--- config.mk ---
export PLATFORM = sky130hd
export DESIGN_NAME = nibble_serial_adder
export DESIGN_NICKNAME = d
export VERILOG_FILES = /design/src/rtl/nibble_serial_adder_pkg.sv /design/src/rtl/adder_4bits.sv /design/src/rtl/nibble_serial_adder.sv
export SDC_FILE = /design/constraint.sdc
export NUM_CORES = 1
export LEC_CHECK = 0
export CORE_UTILIZATION = 60
export DETAILED_ROUTE_END_ITERATION = 10
export DONT_BUFFER_PORTS = 1
export GPL_TIMING_DRIVEN = 0
export PLACE_DENSITY = 0.76
export SETUP_SLACK_MARGIN = 0.5
export SYNTH_ARGS = -nofsm -noshare
export SYNTH_HDL_FRONTEND = slang
export SYNTH_SLANG_ARGS = --single-unit
--- constraint.sdc ---
create_clock -name clk -period 2.07 [get_ports clk]
set_input_delay 0.1035 -clock clk [delete_from_list [all_inputs] [get_ports clk]]
set_output_delay 0.1035 -clock clk [all_outputs]
set_load 0.005 [all_outputs]
--- src/rtl/nibble_serial_adder_pkg.sv ---
// Shared constants for the nibble-serial adder.
// Nibble width, default operand width and FSM state encodings.
package nibble_serial_adder_pkg;

  localparam int NIBBLE_W      = 4;
  localparam int DEFAULT_WIDTH = 16;

  localparam logic [1:0] ST_IDLE = 2'd0;
  localparam logic [1:0] ST_RUN  = 2'd1;
  localparam logic [1:0] ST_DONE = 2'd2;

endpackage

--- src/rtl/adder_4bits.sv ---
// 4-bit carry-lookahead adder.
// All carries are formed directly from generate/propagate terms.
module adder_4bits (
  input  logic [3:0] a,
  input  logic [3:0] b,
  input  logic       ci,
  output logic [3:0] s,
  output logic       co
);

  logic [3:0] p;
  logic [3:0] g;
  logic [4:0] c;

  assign p = a ^ b;
  assign g = a & b;

  // lookahead carries, no ripple between bit positions
  always_comb begin
    c[0] = ci;
    c[1] = g[0] | (p[0] & ci);
    c[2] = g[1] | (p[1] & g[0]) | (p[1] & p[0] & ci);
    c[3] = g[2] | (p[2] & g[1]) | (p[2] & p[1] & g[0])
         | (p[2] & p[1] & p[0] & ci);
    c[4] = g[3] | (p[3] & g[2]) | (p[3] & p[2] & g[1])
         | (p[3] & p[2] & p[1] & g[0])
         | (p[3] & p[2] & p[1] & p[0] & ci);
  end

  assign s  = p ^ c[3:0];
  assign co = c[4];

endmodule

--- src/rtl/nibble_serial_adder.sv ---
// Serial adder: one nibble per clock, LSB first.
// Valid/ready on both sides; result held until consumed.
module nibble_serial_adder
  import nibble_serial_adder_pkg::*;
#(
  parameter int WIDTH = DEFAULT_WIDTH
) (
  input  logic             clk,
  input  logic             rst,
  input  logic             in_valid,
  output logic             in_ready,
  input  logic [WIDTH-1:0] a,
  input  logic [WIDTH-1:0] b,
  input  logic             ci,
  output logic             out_valid,
  input  logic             out_ready,
  output logic [WIDTH-1:0] s,
  output logic             co
);

  localparam int N  = WIDTH / NIBBLE_W;
  localparam int CW = $clog2(N);
  localparam logic [CW-1:0] LAST = CW'(N - 1);

  logic [1:0]          state;
  logic [WIDTH-1:0]    a_sh;
  logic [WIDTH-1:0]    b_sh;
  logic                carry;
  logic [CW-1:0]       k;
  logic [WIDTH-1:0]    s_q;
  logic                co_q;
  logic [NIBBLE_W-1:0] nib_s;
  logic                nib_co;

  adder_4bits u_add (
    .a  (a_sh[NIBBLE_W-1:0]),
    .b  (b_sh[NIBBLE_W-1:0]),
    .ci (carry),
    .s  (nib_s),
    .co (nib_co)
  );

  assign in_ready  = (state == ST_IDLE);
  assign out_valid = (state == ST_DONE);
  assign s         = s_q;
  assign co        = co_q;

  // FSM, operand shifters, carry and result registers
  always_ff @(posedge clk) begin
    if (rst) begin
      state <= ST_IDLE;
      a_sh  <= '0;
      b_sh  <= '0;
      carry <= 1'b0;
      k     <= '0;
      s_q   <= '0;
      co_q  <= 1'b0;
    end else begin
      case (state)
        ST_IDLE: begin
          if (in_valid) begin
            a_sh  <= a;
            b_sh  <= b;
            carry <= ci;
            k     <= '0;
            state <= ST_RUN;
          end
        end
        ST_RUN: begin
          s_q[int'(k)*NIBBLE_W +: NIBBLE_W] <= nib_s;
          carry <= nib_co;
          a_sh  <= a_sh >> NIBBLE_W;
          b_sh  <= b_sh >> NIBBLE_W;
          if (k == LAST) begin
            k     <= '0;
            co_q  <= nib_co;
            state <= ST_DONE;
          end else begin
            k <= k + CW'(1);
          end
        end
        ST_DONE: begin
          if (out_ready) begin
            state <= ST_IDLE;
          end
        end
        default: state <= ST_IDLE;
      endcase
    end
  end

endmodule

==> results.md, run 1 <==
| Step | Result | This run |
|---|---|---|
| placed design | Port bufs | 0 |
| synthesis | Count of mapped cells out of synthesis | 296 |
| synthesis | Number of library cell types mapped by synthesis | 36 |
| cts | Clock tree from TritonCTS | done |
| critical path | Biggest fanout along the worst timing path | 5 |
| layout | Sequential cell area | 1100 um^2 |
| routing | Number of violations reported at the end of detailed-routing iteration 0 | 155 |
| synthesis | Count leader, synth | sky130_fd_sc_hd__nor2_1 |
| synthesis | Synthesized netlist net count | 344 |
| layout | Share of post-route cells with drive strength above 1 | 17.8% |
| placed design | Dpl hpwl | 3.93 mm |
| placed design | Final GP Congestion | 0.808 |
| die | Starting utilization of the core area | 64.5% |
| synthesis | Post-synthesis area per instance | 8.28 um^2 |
| grt | Total global routing track utilization | 30.4% |
| layout | Area occupied by multi-input gates | 1410 um^2 |
| routing | First-pass DRT Iterations | 5 |
| die | Area of the die | 4340 um^2 |
| job | Maximum capacitance violations | 0 |
| cts | Skew-Pair Late Insertion Delay | 0.31 ns |
| cts | Clock transition at the registers of the reported paths | 0.09 ns |
| cts | Clock sink total | 54 |
| cts | Total CTS buffers | 5 |
| synthesis | Top post-synthesis cells by count | 65 x sky130_fd_sc_hd__nor2_1, 54 x sky130_fd_sc_hd__dfxtp_1, 43 x sky130_fd_sc_hd__nand2_1 |
| layout | Growth of design area from synthesis to finish | 27.5% |
| routing | Vias per cell | 5.99 |
| power and ir drop | Peak supply drop | 0.620 mV |
| power and ir drop | Register share of total power | 52.3% |
| sta | Total count of hold-check failures in the final report | 0 |
| sta | Final worst path period share | 75.9% |
| critical path | Critical Path Sink Type | flop |
| routing | ANT nets after route | 0 |
| critical path | Startpoint of the worst register-to-register path | k[1] |
| sta | Worst clock skew on the final layout | 0.0103 ns |
| cts | Clock tree buffer depth | 2 |
| die | Number of primary I/O pins | 56 |
| critical path | Critical path class | reg2reg |
| sta | Timing-limited maximum frequency | 0.636 GHz |
| routing | Routed via count | 2305 |
| routing | Drt drc | 0 |
| critical path | Kind of launch point of the worst setup path | flop |
| power and ir drop | Net switching share of the total power | 28.6% |
| placed design | Number of placed instances, taps included | 344 |
| die | # rows | 22 |
| grt | Number of global-route vias before repair | 2127 |
| critical path | Crit path from | k[1] |
| synthesis | Post-synthesis cell type with the largest combined area | sky130_fd_sc_hd__dfxtp_1 |
| sta | RSZ-0062 raised after global routing | yes |
| sta | Total setup violations reported at the end of the flow | 0 |
| synthesis | Count of yosys warnings during synthesis | 0 |
| sta | Slew at the pin closest to its max-slew limit | 0.552 ns |
| synthesis | Area share of the largest cell type after synthesis | 44.1% |
| layout | Final cell count without fillers | 385 |
| run status | Run status | finished clean |
| power and ir drop | Leak pwr | 1.24 nW |
| sta | Final critical delay including setup and external delays | 1.57 ns |
| sta | Final total negative setup slack | 0 ns |
| grt | Initial antenna violation count | 0 |
| min path | Hold WC Path Type | in2reg |
| synthesis | Number of enable flip-flop cells after synthesis | 0 |
| die | Die Width | 65.9 um |
| synthesis | Primary flip-flop cell chosen by synthesis mapping | sky130_fd_sc_hd__dfxtp_1 |
| cts | CTS H-tree depth | 2 |
| die | Area of the core | 3800 um^2 |
| min path | Source of the worst hold timing path | out_ready |
| routing | Final routed wirelength across all metal layers | 6.41 mm |
| cts | Root Buffer | sky130_fd_sc_hd__clkbuf_8 |
| grt | First-pass GRT wire length | 10.0 mm |
| grt | Aggregate global routing overflow | 0 |
| layout | Total Nets Final | 384 |
| power and ir drop | Share of power burned in combinational logic | 19.7% |
| critical path | Endpoint arrival time on the critical path | 1.81 ns |
| power and ir drop | P_sw | 0.625 mW |
| layout | Diode insertion count for antenna repair | 0 |
| synthesis | Post-synth ARST share | 0% |
| synthesis | Post-synthesis instance area | 2450 um^2 |
| synthesis | Count of state elements after synthesis | 54 |
| synthesis | Top cells by area in the synthesized netlist | sky130_fd_sc_hd__dfxtp_1 44%, sky130_fd_sc_hd__nor2_1 10%, sky130_fd_sc_hd__nand2_1 6.6% |
| die | Die Height | 65.9 um |
| power and ir drop | Clock group share of total power | 28.0% |
| sta | Relative slew slack | 63.2% |
| layout | Filler cell count | 242 |
| power and ir drop | Cell Int Power | 1.56 mW |
| grt | Maximum number of pins on one net before global-route repair | 16 |
| power and ir drop | Power per standard cell area | 699 nW/um^2 |
| sta | Total count of max-transition violations in the final report | 0 |
| critical path | Required time reported for the critical path endpoint | 2.31 ns |
| synthesis | Sequential share of the synthesized area | 44.1% |
| routing | Mean routed wirelength per cell | 16.6 um |
## metrics by stage
stage	hold slack, ns	power [mW]	area [um^2]	util (%)	worst slack (ns)
CTS	0.0156	2.11	2950	77.5	0.503
global placement	0.255	1.46	2520	66.4	0.356
detailed placement	0.265	1.47	2520	66.4	0.346
floorplan	0.252	1.39	2460	-	0.525
finish	0.0121	2.18	3130	82.3	0.498
global route	0.0392	2.28	3130	82.3	0.454
## cells in the final DEF (no fill, tap or decap), types with 2 or more instances in the layout
cell | netlist | routed
sky130_fd_sc_hd__dlygate4sd3_1 | 0 | 26
sky130_fd_sc_hd__nor2b_1 | 9 | 8
sky130_fd_sc_hd__buf_6 | 0 | 3
sky130_fd_sc_hd__nor3_1 | 10 | 10
sky130_fd_sc_hd__a311oi_1 | 17 | 17
sky130_fd_sc_hd__inv_1 | 8 | 6
sky130_fd_sc_hd__a22oi_2 | 0 | 4
sky130_fd_sc_hd__a22oi_1 | 18 | 14
sky130_fd_sc_hd__nand3_1 | 3 | 3
sky130_fd_sc_hd__a21oi_1 | 10 | 9
sky130_fd_sc_hd__o21ai_1 | 0 | 2
sky130_fd_sc_hd__dfxtp_1 | 54 | 48
sky130_fd_sc_hd__ha_4 | 0 | 3
sky130_fd_sc_hd__nor3b_4 | 0 | 2
sky130_fd_sc_hd__clkbuf_2 | 0 | 2
sky130_fd_sc_hd__clkbuf_4 | 0 | 2
sky130_fd_sc_hd__nand3b_1 | 2 | 2
sky130_fd_sc_hd__clkbuf_8 | 0 | 6
sky130_fd_sc_hd__nand2_1 | 43 | 43
sky130_fd_sc_hd__o21a_1 | 2 | 2
sky130_fd_sc_hd__a32oi_1 | 4 | 4
sky130_fd_sc_hd__buf_4 | 1 | 9
sky130_fd_sc_hd__dfxtp_4 | 0 | 4
sky130_fd_sc_hd__clkbuf_1 | 8 | 7
sky130_fd_sc_hd__dfxtp_2 | 0 | 2
sky130_fd_sc_hd__nor2_1 | 65 | 64
sky130_fd_sc_hd__buf_2 | 11 | 5
sky130_fd_sc_hd__ha_1 | 10 | 6
## power by group through the flow
stage                     sequential [mW]  clock (mW)  combinational, mW
final                                1.14       0.612              0.430
after global routing                 1.15       0.661              0.466
after CTS                            1.14       0.609              0.369
after detailed placement             1.16           0              0.306
after global placement               1.16           0              0.301
after floorplan                      1.15           0              0.239
## logic make-up after synthesis
group | share of synthesized area, %
AND/OR/NAND/NOR | 25.8
AO/OA/AOI/OAI | 18.0
flip-flops | 44.1
buffers and inverters | 5.00
adder cells (fa/ha/maj) | 5.92
XOR/XNOR | 0.715
multiplexers | 0.408
## repair_timing
item,CTS,global route
resized for setup,13,38
endpoints found under the hold margin,26,0
hold buffers,26,0
buffers inserted,3,4
setup endpoints to repair,19,44
pin swaps,9,13
## layout make-up
type	instances	share of cell area (%)
clock buffer	7	2.76
clock inverter	1	0.160
tap	48	1.92
multi-input combinational	214	45.1
sequential	54	35.1
inverter	8	1.04
timing repair buffer	33	10.1
buffer	20	3.76
## path summary, 6_finish.rpt
path,to,slack [ns],cells past startpoint
worst min-delay path,state[1],0.01,3
worst max-delay path,s[1],0.50,7
worst min register to register,a_sh[1],0.47,2
worst max register to register,s[1],0.50,7
## flip-flops by register name (all words and copies together) (netlist names)
signal  cells
b_sh       16
co          1
a_sh       16
k           2
s          16
carry       1
state       2
## metal layers
layer / wire (um) / up-vias / global-route usage [%]
met5: 0 / - / 0
met3: 364 / 16 / 7.41
met4: 112 / 0 / 8.15
met2: 3220 / 86 / 51.8
met1: 2720 / 1105 / 38.0
li1: - / 1098 / -
## worst max-delay path, cell delays in order (launching register included)
cell and delay (ns):
sky130_fd_sc_hd__dfxtp_4 0.39, sky130_fd_sc_hd__inv_4 0.05, sky130_fd_sc_hd__ha_4 0.26, sky130_fd_sc_hd__buf_6 0.12, sky130_fd_sc_hd__nor4b_4 0.34, sky130_fd_sc_hd__buf_4 0.19, sky130_fd_sc_hd__a22oi_2 0.05, sky130_fd_sc_hd__nor2_1 0.11
Power figures use the tool's default switching activity.
==> inputs of run 2 (changes only) <==
==> constraint.sdc (replaced) <==
create_clock -name clk -period 1.45 [get_ports clk]
set_input_delay 0.0725 -clock clk [delete_from_list [all_inputs] [get_ports clk]]
set_output_delay 0.0725 -clock clk [all_outputs]
set_load 0.005 [all_outputs]
==> run 2 against run 1 <==
The flow now stops in global routing. Synthesized cell count unchanged. Area after synthesis unchanged.
==> results.md, run 2 <==
| Step | Result | This run | vs previous |
|---|---|---|---|
| synthesis | Adder-Cell Fraction of Synth Area | 5.92% | unchanged |
| synthesis | Primary flip-flop cell chosen by synthesis mapping | sky130_fd_sc_hd__dfxtp_1 |  |
| synthesis | Share of the synthesized area in compound gates (AO/OA/AOI/OAI) | 18.0% | unchanged |
| synthesis | Top post-synthesis cells by count | 65 x sky130_fd_sc_hd__nor2_1, 54 x sky130_fd_sc_hd__dfxtp_1, 43 x sky130_fd_sc_hd__nand2_1 |  |
| placed design | Port bufs | 0 | unchanged |
| sta | Worst_ep kind | register data pin |  |
| placed design | Final GP Congestion | 0.772 | -4.4% |
| cts | Total CTS buffers | 5 | unchanged |
| synthesis | Top cells by area in the synthesized netlist | sky130_fd_sc_hd__dfxtp_1 44%, sky130_fd_sc_hd__nor2_1 10%, sky130_fd_sc_hd__nand2_1 6.6% |  |
| synthesis | Sequential share of the synthesized area | 44.1% | unchanged |
| synthesis | Post-synthesis cell type with the largest combined area | sky130_fd_sc_hd__dfxtp_1 |  |
| cts | CTS H-tree depth | 2 | unchanged |
| synthesis | XOR/XNOR Fraction of Synth Area | 0.715% | unchanged |
| synthesis | Largest family of logic cells by synthesized area | simple AND/OR/NAND/NOR gates |  |
| run status | Run status | aborted with a tool error |  |
| cts | Clock sink total | 54 | unchanged |
| die | Number of primary I/O pins | 56 | unchanged |
| grt | Maximum number of pins on one net before global-route repair | 17 |  |
| synthesis | Synthesized-area fraction occupied by and/or/nand/nor cells | 25.8% | unchanged |
| placed design | Placed inst area | 2780 um^2 | +10% |
| placed design | Dpl hpwl | 4.14 mm | +5.2% |
| synthesis | Post-synth ARST share | 0% | unchanged |
| cts | Root Buffer | sky130_fd_sc_hd__clkbuf_8 |  |
| synthesis | Mux share of post-synthesis cell area | 0.408% | unchanged |
| die | Die Height | 65.9 um | unchanged |
| cts | Clock tree buffer depth | 2 | unchanged |
| synthesis | Area share of the largest cell type after synthesis | 44.1% | unchanged |
| sta | Worst setup endpoint after the global-route repair_timing | s[1]$_SDFFE_PP0P_/D |  |
| run status | Error message | [ERROR DPL-0038] Utilization greater than 100%, impossible to legalize |  |
| synthesis | Post-synthesis area per instance | 8.28 um^2 | unchanged |
| die | # rows | 22 | unchanged |
| synthesis | Count of mapped cells out of synthesis | 296 | unchanged |
| synthesis | Count of yosys warnings during synthesis | 0 | unchanged |
| synthesis | Number of library cell types mapped by synthesis | 36 | unchanged |
| synthesis | Post-synthesis instance area | 2450 um^2 | unchanged |
| die | Starting utilization of the core area | 64.5% | unchanged |
| synthesis | Number of enable flip-flop cells after synthesis | 0 | unchanged |
| run status | Last stage reached | global routing |  |
| synthesis | Count leader, synth | sky130_fd_sc_hd__nor2_1 |  |
| die | Die Width | 65.9 um | unchanged |
| synthesis | Count of state elements after synthesis | 54 | unchanged |
| synthesis | Synthesized netlist net count | 344 | unchanged |
## run 2: logic make-up after synthesis
kind of cell	after synthesis
simple gates	141
compound gates	59
flops	54
buf+inv	28
fa+ha+maj	11
xor+xnor	2
mux	1
## run 2: what timing repair did
action | CTS
hold buffers | 27
setup buffers | 24
resized for setup | 77
pin swaps | 37
cloned | 5
hold endpoints to repair | 27
setup endpoints to repair | 56
## run 2: metrics by stage
| step | std cells | setup WS, ns | setup TNS [ns] |
|---|---|---|---|
| 2_1_floorplan | 296 | 0.0103 | 0 |
| 3_3_place_gp | 344 | -0.0963 | -0.546 |
| 3_5_place_dp | 344 | -0.140 | -1.05 |
| 4_1_cts | 408 | -0.0801 | -0.407 |
==> inputs of run 3 (changes only) <==
--- a/config.mk
+++ b/config.mk
@@ -5,12 +5,11 @@
 export SDC_FILE = /design/constraint.sdc
 export NUM_CORES = 1
 export LEC_CHECK = 0
-export CORE_UTILIZATION = 60
+export CORE_UTILIZATION = 40
 export DETAILED_ROUTE_END_ITERATION = 10
 export DONT_BUFFER_PORTS = 1
 export GPL_TIMING_DRIVEN = 0
-export PLACE_DENSITY = 0.76
-export SETUP_SLACK_MARGIN = 0.5
+export PLACE_DENSITY_LB_ADDON = 0.15
 export SYNTH_ARGS = -nofsm -noshare
 export SYNTH_HDL_FRONTEND = slang
 export SYNTH_SLANG_ARGS = --single-unit
==> run 3 against run 2 <==
The flow now finishes, with violations (setup timing).
==> results.md, run 3 (same netlist as run 1, synthesis figures left out) <==
| Step | Result | This run | vs previous |
|---|---|---|---|
| sta | Worst clock skew on the final layout | 0.00826 ns |  |
| critical path | Worst reg2reg path depth | 5 |  |
| routing | First-pass DRT Iterations | 4 |  |
| critical path | Endpoint arrival time on the critical path | 1.75 ns |  |
| grt | Aggregate global routing overflow | 0 |  |
| critical path | RR Endpoint | co |  |
| min path | Hold WC Path Type | in2reg |  |
| sta | Total count of max-transition violations in the final report | 0 |  |
| die | Die Height | 80.3 um | +22% |
| grt | Initial antenna violation count | 0 |  |
| layout | Final instance area | 3270 um^2 |  |
| die | Number of primary I/O pins | 56 | unchanged |
| routing | Routed via count | 2182 |  |
| sta | Final critical delay including setup and external delays | 1.56 ns |  |
| layout | Filler cell count | 576 |  |
| sta | Worst hold slack | 0.0747 ns |  |
| grt | First-pass GRT wire length | 10.2 mm |  |
| placed design | Port bufs | 0 | unchanged |
| routing | Mean routed wirelength per cell | 15.3 um |  |
| cts | Clock transition at the registers of the reported paths | 0.11 ns |  |
| grt | Total global routing track utilization | 21.0% |  |
| routing | Vias per cell | 5.22 |  |
| cts | Clock tree from TritonCTS | done |  |
| placed design | Final GP Congestion | 0.802 | +3.9% |
| layout | Commonest non-fill, non-tap cell in the layout | sky130_fd_sc_hd__nor2_1 |  |
| run status | Failing checks | setup timing |  |
| placed design | Worst slack at placement | -0.188 ns | -0.0477 ns |
| grt | Met2 capacity usage during global routing | 34.8% |  |
| sta | Total count of hold-check failures in the final report | 0 |  |
| layout | Share of post-route cells with drive strength above 1 | 20.1% |  |
| cts | Clock sink total | 54 | unchanged |
| critical path | Kind of launch point of the worst setup path | flop |  |
| die | Area of the core | 5920 um^2 |  |
| cts | CTS H-tree depth | 2 | unchanged |
| sta | Slew at the pin closest to its max-slew limit | 0.593 ns |  |
| cts | Root Buffer | sky130_fd_sc_hd__clkbuf_8 |  |
| cts | Clock tree buffer depth | 2 | unchanged |
| critical path | Crit path from | b_sh[0] |  |
| cts | Total CTS buffers | 5 | unchanged |
| sta | Setup WS post-layout | -0.113 ns |  |
| routing | ANT nets after route | 0 |  |
| layout | Total Nets Final | 390 |  |
| grt | Global-route track usage on met3 | 4.55% |  |
| grt | Global Route met1 Usage | 27.1% |  |
| placed design | Dpl hpwl | 4.25 mm | +2.7% |
| critical path | Critical path class | reg2reg |  |
| grt | Global route hottest layer | met2 |  |
| sta | Final worst path period share | 108% |  |
| sta | Timing-limited maximum frequency | 0.640 GHz |  |
| layout | Growth of design area from synthesis to finish | 33.6% |  |
| critical path | FF-to-FF setup slack | -0.11 ns |  |
| sta | RSZ-0062 raised after global routing | yes |  |
| die | Die Width | 80.3 um | +22% |
| run status | Run status | finished with violations |  |
| routing | Drt drc | 0 |  |
| die | # rows | 28 | +27% |
| routing | Final routed wirelength across all metal layers | 6.41 mm |  |
| critical path | Worst setup path end | co |  |
| placed design | Placed inst area | 2580 um^2 | -7.1% |
| sta | Relative slew slack | 60.5% |  |
| power and ir drop | Peak supply drop | 0.598 mV |  |
| critical path | Biggest fanout along the worst timing path | 3 |  |
| grt | Maximum number of pins on one net before global-route repair | 18 |  |
| critical path | Startpoint of the worst register-to-register path | b_sh[0] |  |
| cts | Skew-Pair Late Insertion Delay | 0.31 ns |  |
| grt | Number of global-route vias before repair | 2065 |  |
| die | Starting utilization of the core area | 41.4% | -23 points |
| critical path | Critical Path Sink Type | flop |  |
| die | Area of the die | 6440 um^2 |  |
| power and ir drop | Power per standard cell area | 966 nW/um^2 |  |
| routing | Number of violations reported at the end of detailed-routing iteration 0 | 57 |  |
| sta | Total setup violations reported at the end of the flow | 17 |  |
| sta | Final total negative setup slack | -0.991 ns |  |
| power and ir drop | Leak pwr | 1.28 nW |  |
| layout | Most frequent cells in the layout | 63 x sky130_fd_sc_hd__nor2_1, 48 x sky130_fd_sc_hd__dfxtp_1, 42 x sky130_fd_sc_hd__nand2_1 |  |
| job | Maximum capacitance violations | 0 |  |
| layout | Diode insertion count for antenna repair | 0 |  |
| critical path | Required time reported for the critical path endpoint | 1.63 ns |  |
-- run 3: repair_timing --
action / CTS / global route
resized for setup: 20 / 38
hold endpoints to repair: 27 / 0
hold buffers: 27 / 0
endpoints found under the setup margin: 46 / 52
setup buffers: 3 / 9
pin swaps: 7 / 22
-- run 3: layout make-up --
class | instances | area (um^2) | share of cell area [%]
Sequential cell | 54 | 1100 | 33.5
Timing Repair Buffer | 39 | 364 | 11.1
Clock buffer | 5 | 68.8 | 2.10
Clock inverter | 3 | 20.0 | 0.611
Inverter | 8 | 33.8 | 1.03
Multi-Input combinational cell | 214 | 1450 | 44.3
Buffer | 20 | 145 | 4.43
Tap cell | 75 | 93.8 | 2.87
-- run 3: worst min-delay path by stage --
stage          start       end  slack [ns]  depth (start not counted)
2_1_floorplan  a[12]  a_sh[12]        0.22                          2
3_3_place_gp   b[13]  b_sh[13]        0.22                          2
3_5_place_dp   b[12]  b_sh[12]        0.23                          2
4_1_cts        a[11]  a_sh[11]        0.06                          4
5_1_grt        a[11]  a_sh[11]        0.09                          4
6_report       a[11]  a_sh[11]        0.07                          4
-- run 3: per-stage QoR --
step                      utilization, %  instances  total power, mW
after global routing                55.3        418             3.33
after CTS                           51.5        409             3.07
final                               55.3        418             3.16
after detailed placement            43.6        371             2.12
after floorplan                        -        296             2.00
after global placement              43.6        371             2.11
-- run 3: worst max-delay path, stage by stage, from the launching register on --
cell,delay (ns)
sky130_fd_sc_hd__dfxtp_4,0.37
sky130_fd_sc_hd__ha_4,0.22
sky130_fd_sc_hd__a211o_1,0.31
sky130_fd_sc_hd__a21oi_4,0.24
sky130_fd_sc_hd__o21a_1,0.19
sky130_fd_sc_hd__a211oi_1,0.09
-- run 3: where the power goes --
group / switching, mW / internal, mW / leakage, nW
combinational: 0.347 / 0.314 / 0.785
clock: 0.533 / 0.343 / 0.0484
sequential: 0.0609 / 1.57 / 0.446
-- run 3: layer usage --
layer / wire (um) / up-vias / share of wire, %
li1: - / 1121 / -
met1: 3050 / 1012 / 48
met2: 3080 / 42 / 48
met3: 196 / 7 / 3.1
met4: 85 / 0 / 1.3
met5: 0 / - / 0
==> inputs of run 4 (changes only) <==
--- a/config.mk
+++ b/config.mk
@@ -5,7 +5,8 @@
 export SDC_FILE = /design/constraint.sdc
 export NUM_CORES = 1
 export LEC_CHECK = 0
-export CORE_UTILIZATION = 40
+export ABC_AREA = 1
+export CORE_UTILIZATION = 58
 export DETAILED_ROUTE_END_ITERATION = 10
 export DONT_BUFFER_PORTS = 1
 export GPL_TIMING_DRIVEN = 0
==> constraint.sdc (replaced) <==
create_clock -name clk -period 1.8 [get_ports clk]
set_input_delay 0.09 -clock clk [delete_from_list [all_inputs] [get_ports clk]]
set_output_delay 0.09 -clock clk [all_outputs]
set_load 0.005 [all_outputs]
==> run 4 against run 3 <==
The flow now finishes without violations. Power fell by 21%. Maximum frequency fell by 3.6%. Cell area fell by 10%. Die area fell by 30%. Combinational power fell by 22%. Area after synthesis rose by 0.46%. Utilization rose by 18 points. Register-to-register slack improved by 0.29 ns. Synthesized cell count rose by 5.4%. Final cell count fell by 4.3%. Critical endpoint is now s[3].
==> results.md, run 4 <==
| Step | Result | This run | vs previous |
|---|---|---|---|
| sta | Total count of hold-check failures in the final report | 0 | unchanged |
| synthesis | Primary flip-flop cell chosen by synthesis mapping | sky130_fd_sc_hd__dfxtp_1 |  |
| routing | Vias per cell | 5.62 | +7.6% |
| synthesis | Count of mapped cells out of synthesis | 312 | +5.4% |
| placed design | Dpl hpwl | 3.80 mm | -10% |
| critical path | Kind of launch point of the worst setup path | flop |  |
| power and ir drop | Share of power burned in combinational logic | 20.7% | -0.2 points |
| critical path | Critical path class | reg2reg |  |
| routing | Uppermost signal routing layer after detailed routing | met4 |  |
| synthesis | Count of state elements after synthesis | 54 | unchanged |
| sta | Total setup violations reported at the end of the flow | 0 | -17 |
| routing | Final routed wirelength across all metal layers | 5.75 mm | -10% |
| sta | Final worst path period share | 90.0% | -18 points |
| placed design | Final GP Congestion | 0.867 | +8.1% |
| layout | Commonest non-fill, non-tap cell in the layout | sky130_fd_sc_hd__nand2_1 |  |
| sta | Setup WS post-layout | 0.179 ns | +0.292 ns |
| synthesis | Post-synthesis instance area | 2460 um^2 | +0.46% |
| grt | Aggregate global routing overflow | 0 | unchanged |
| sta | Timing-limited maximum frequency | 0.617 GHz | -3.6% |
| placed design | Worst slack at placement | -0.0153 ns | +0.172 ns |
| synthesis | Sequential share of the synthesized area | 43.9% | -0.20 points |
| power and ir drop | Cell Int Power | 1.77 mW | -20% |
| synthesis | Count leader, synth | sky130_fd_sc_hd__nand2_1 |  |
| run status | Run status | finished clean |  |
| die | Die Height | 67.2 um | -16% |
| power and ir drop | Net switching share of the total power | 29.4% | -0.31 points |
| die | Area of the die | 4510 um^2 | -30% |
| cts | Clock tree from TritonCTS | done |  |
| die | Number of primary I/O pins | 56 | unchanged |
| die | Die Width | 67.2 um | -16% |
| placed design | Port bufs | 0 | unchanged |
| critical path | Biggest fanout along the worst timing path | 7 | +4 |
| layout | Share of post-route cells with drive strength above 1 | 10.0% | -10 points |
| placed design | Placed inst area | 2520 um^2 | -2.2% |
| power and ir drop | P_sw | 0.738 mW | -22% |
| cts | Skew-Pair Late Insertion Delay | 0.30 ns | about the same |
| sta | Final total negative setup slack | 0 ns | +0.991 ns |
| die | Starting utilization of the core area | 61.1% | +20 points |
| routing | Drt drc | 0 | unchanged |
| power and ir drop | Power per standard cell area | 852 nW/um^2 | -12% |
| routing | Met2 wire length | 2.63 mm | -15% |
| grt | First-pass GRT wire length | 9.30 mm | -8.8% |
| sta | RSZ-0062 raised after global routing | no |  |
| routing | First-pass DRT Iterations | 6 | +2 |
| die | # rows | 23 | -18% |
| routing | Number of violations reported at the end of detailed-routing iteration 0 | 150 | +160% |
| cts | Clock sink total | 54 | unchanged |
| layout | Growth of design area from synthesis to finish | 19.5% |  |
| synthesis | Synthesized netlist net count | 360 | +4.7% |
| grt | Initial antenna violation count | 0 | unchanged |
| grt | Maximum number of pins on one net before global-route repair | 15 | -3 |
| layout | Final instance area | 2940 um^2 | -10% |
| sta | Total count of max-transition violations in the final report | 0 | unchanged |
| synthesis | Post-synthesis area per instance | 7.89 um^2 | -4.7% |
| synthesis | Number of enable flip-flop cells after synthesis | 0 | unchanged |
| layout | Most frequent cells in the layout | 88 x sky130_fd_sc_hd__nand2_1, 53 x sky130_fd_sc_hd__dfxtp_1, 34 x sky130_fd_sc_hd__a21oi_1 |  |
| sta | Relative slew slack | 65.4% | +4.9 points |
| critical path | Endpoint arrival time on the critical path | 1.86 ns | +0.11 ns |
| synthesis | Post-synthesis cell type with the largest combined area | sky130_fd_sc_hd__dfxtp_1 |  |
| sta | Worst clock skew on the final layout | 0.00383 ns | -0.00443 ns |
| layout | Diode insertion count for antenna repair | 0 | unchanged |
| cts | Root Buffer | sky130_fd_sc_hd__clkbuf_8 |  |
| power and ir drop | Peak supply drop | 0.616 mV | +3.0% |
| routing | Total length of routed met3 wires | 327 um | +67% |
| layout | Total Nets Final | 398 | +2.1% |
| cts | Clock tree buffer depth | 2 | unchanged |
| synthesis | Count of yosys warnings during synthesis | 0 | unchanged |
| power and ir drop | Register share of total power | 53.7% | +2.3 points |
| sta | Final critical delay including setup and external delays | 1.62 ns | +0.0576 ns |
| synthesis | Area share of the largest cell type after synthesis | 43.9% | -0.20 points |
| cts | Total CTS buffers | 5 | unchanged |
| power and ir drop | Total Power | 2.51 mW | -21% |
| grt | Total global routing track utilization | 27.4% | +6.4 points |
| min path | Hold WC Path Type | in2reg |  |
| synthesis | Post-synth ARST share | 0% | unchanged |
| synthesis | Top post-synthesis cells by count | 88 x sky130_fd_sc_hd__nand2_1, 54 x sky130_fd_sc_hd__dfxtp_1, 34 x sky130_fd_sc_hd__a21oi_1 |  |
| sta | Slew at the pin closest to its max-slew limit | 0.519 ns | -0.0742 ns |
| cts | Clock transition at the registers of the reported paths | 0.09 ns | -0.02 ns |
| critical path | Required time reported for the critical path endpoint | 2.04 ns | +0.41 ns |
| synthesis | Number of library cell types mapped by synthesis | 28 | -22% |
| grt | Number of global-route vias before repair | 2087 | +1.1% |
| power and ir drop | Clock group share of total power | 25.6% | -2.1 points |
| job | Maximum capacitance violations | 0 | unchanged |
| power and ir drop | Leak pwr | 1.15 nW | -11% |
| routing | ANT nets after route | 0 | unchanged |
| critical path | Critical Path Sink Type | flop |  |
| die | Area of the core | 4030 um^2 | -32% |
| sta | Worst hold slack | 0.00893 ns | -0.0658 ns |
| routing | Mean routed wirelength per cell | 14.4 um | -6.4% |
| cts | CTS H-tree depth | 2 | unchanged |
| routing | Routed via count | 2247 | +3.0% |
| routing | Wl on met1 | 2.69 mm | -12% |
| synthesis | Top cells by area in the synthesized netlist | sky130_fd_sc_hd__dfxtp_1 44%, sky130_fd_sc_hd__nand2_1 13%, sky130_fd_sc_hd__a21oi_1 6.9% |  |
run 4: cell types whose count changed in the layout (fill, tap and decap cells not counted), sizes merged, moves of 11 or more:
cell / change
a21oi: +24
a22oi: -15
a311oi: -17
a31oi: +17
buf: -12
inv: +11
nand2: +48
nor2: -49
o21ai: +25
run 4: power groups by stage:
stage	clock network [mW]	logic, mW	registers, mW
3_5_place_dp	0	0.434	1.37
4_1_cts	0.637	0.484	1.34
6_report	0.642	0.518	1.35
3_3_place_gp	0	0.425	1.36
2_1_floorplan	0	0.350	1.35
5_1_grt	0.679	0.577	1.36
run 4: area by class of cell:
cell class | instances | area [um^2]
Fill cell | 336 | 1090
Buffer | 15 | 95.1
Timing Repair Buffer | 31 | 303
Inverter | 20 | 81.3
Sequential cell | 54 | 1080
Tap cell | 50 | 62.6
Multi-Input combinational cell | 223 | 1240
Clock buffer | 7 | 76.3
run 4: worst paths after layout:
path / start / to / slack (ns) / cells after the start
min: a[10] / a_sh[10] / 0.009 / 2
min reg2reg: a_sh[12] / a_sh[12] / 0.47 / 2
max reg2reg: k[0] / s[3] / 0.18 / 5
max: k[0] / s[3] / 0.18 / 5
run 4: through the flow:
| stage | utilization (%) | cells |
|---|---|---|
| after floorplan | - | 312 |
| after global placement | 62.7 | 362 |
| after detailed placement | 62.7 | 362 |
| after CTS | 71.3 | 396 |
| after global routing | 73.0 | 400 |
| final | 73.0 | 400 |
run 4: kinds of logic (layout without fill, tap and decap cells):
kind of cell	after synthesis	count (layout)	synth area share [%]
buf+inv	35	73	7.01
flops	54	54	43.9
xor+xnor	1	1	0.356
fa+ha+maj	11	11	5.89
simple gates	120	120	22.7
compound gates	91	91	20.2
run 4: per-layer routing:
metal	up-vias	track usage, %
met2	79	44.1
met3	15	5.24
met5	-	0
met1	1020	36.4
li1	1133	-
met4	0	9.31
run 4: timing repair:
item / in CTS / in global routing
setup buffers: 0 / 3
endpoints found under the setup margin: 2 / 4
hold buffers: 27 / 1
gates resized for setup: 1 / 6
hold endpoints to repair: 27 / 1
run 4: critical path: stages (launching register included):
cell and delay [ns]:
sky130_fd_sc_hd__dfxtp_4 0.42, sky130_fd_sc_hd__clkinvlp_4 0.17, sky130_fd_sc_hd__ha_2 0.36, sky130_fd_sc_hd__nor4_4 0.34, sky130_fd_sc_hd__nand3_1 0.13, sky130_fd_sc_hd__a21oi_1 0.14
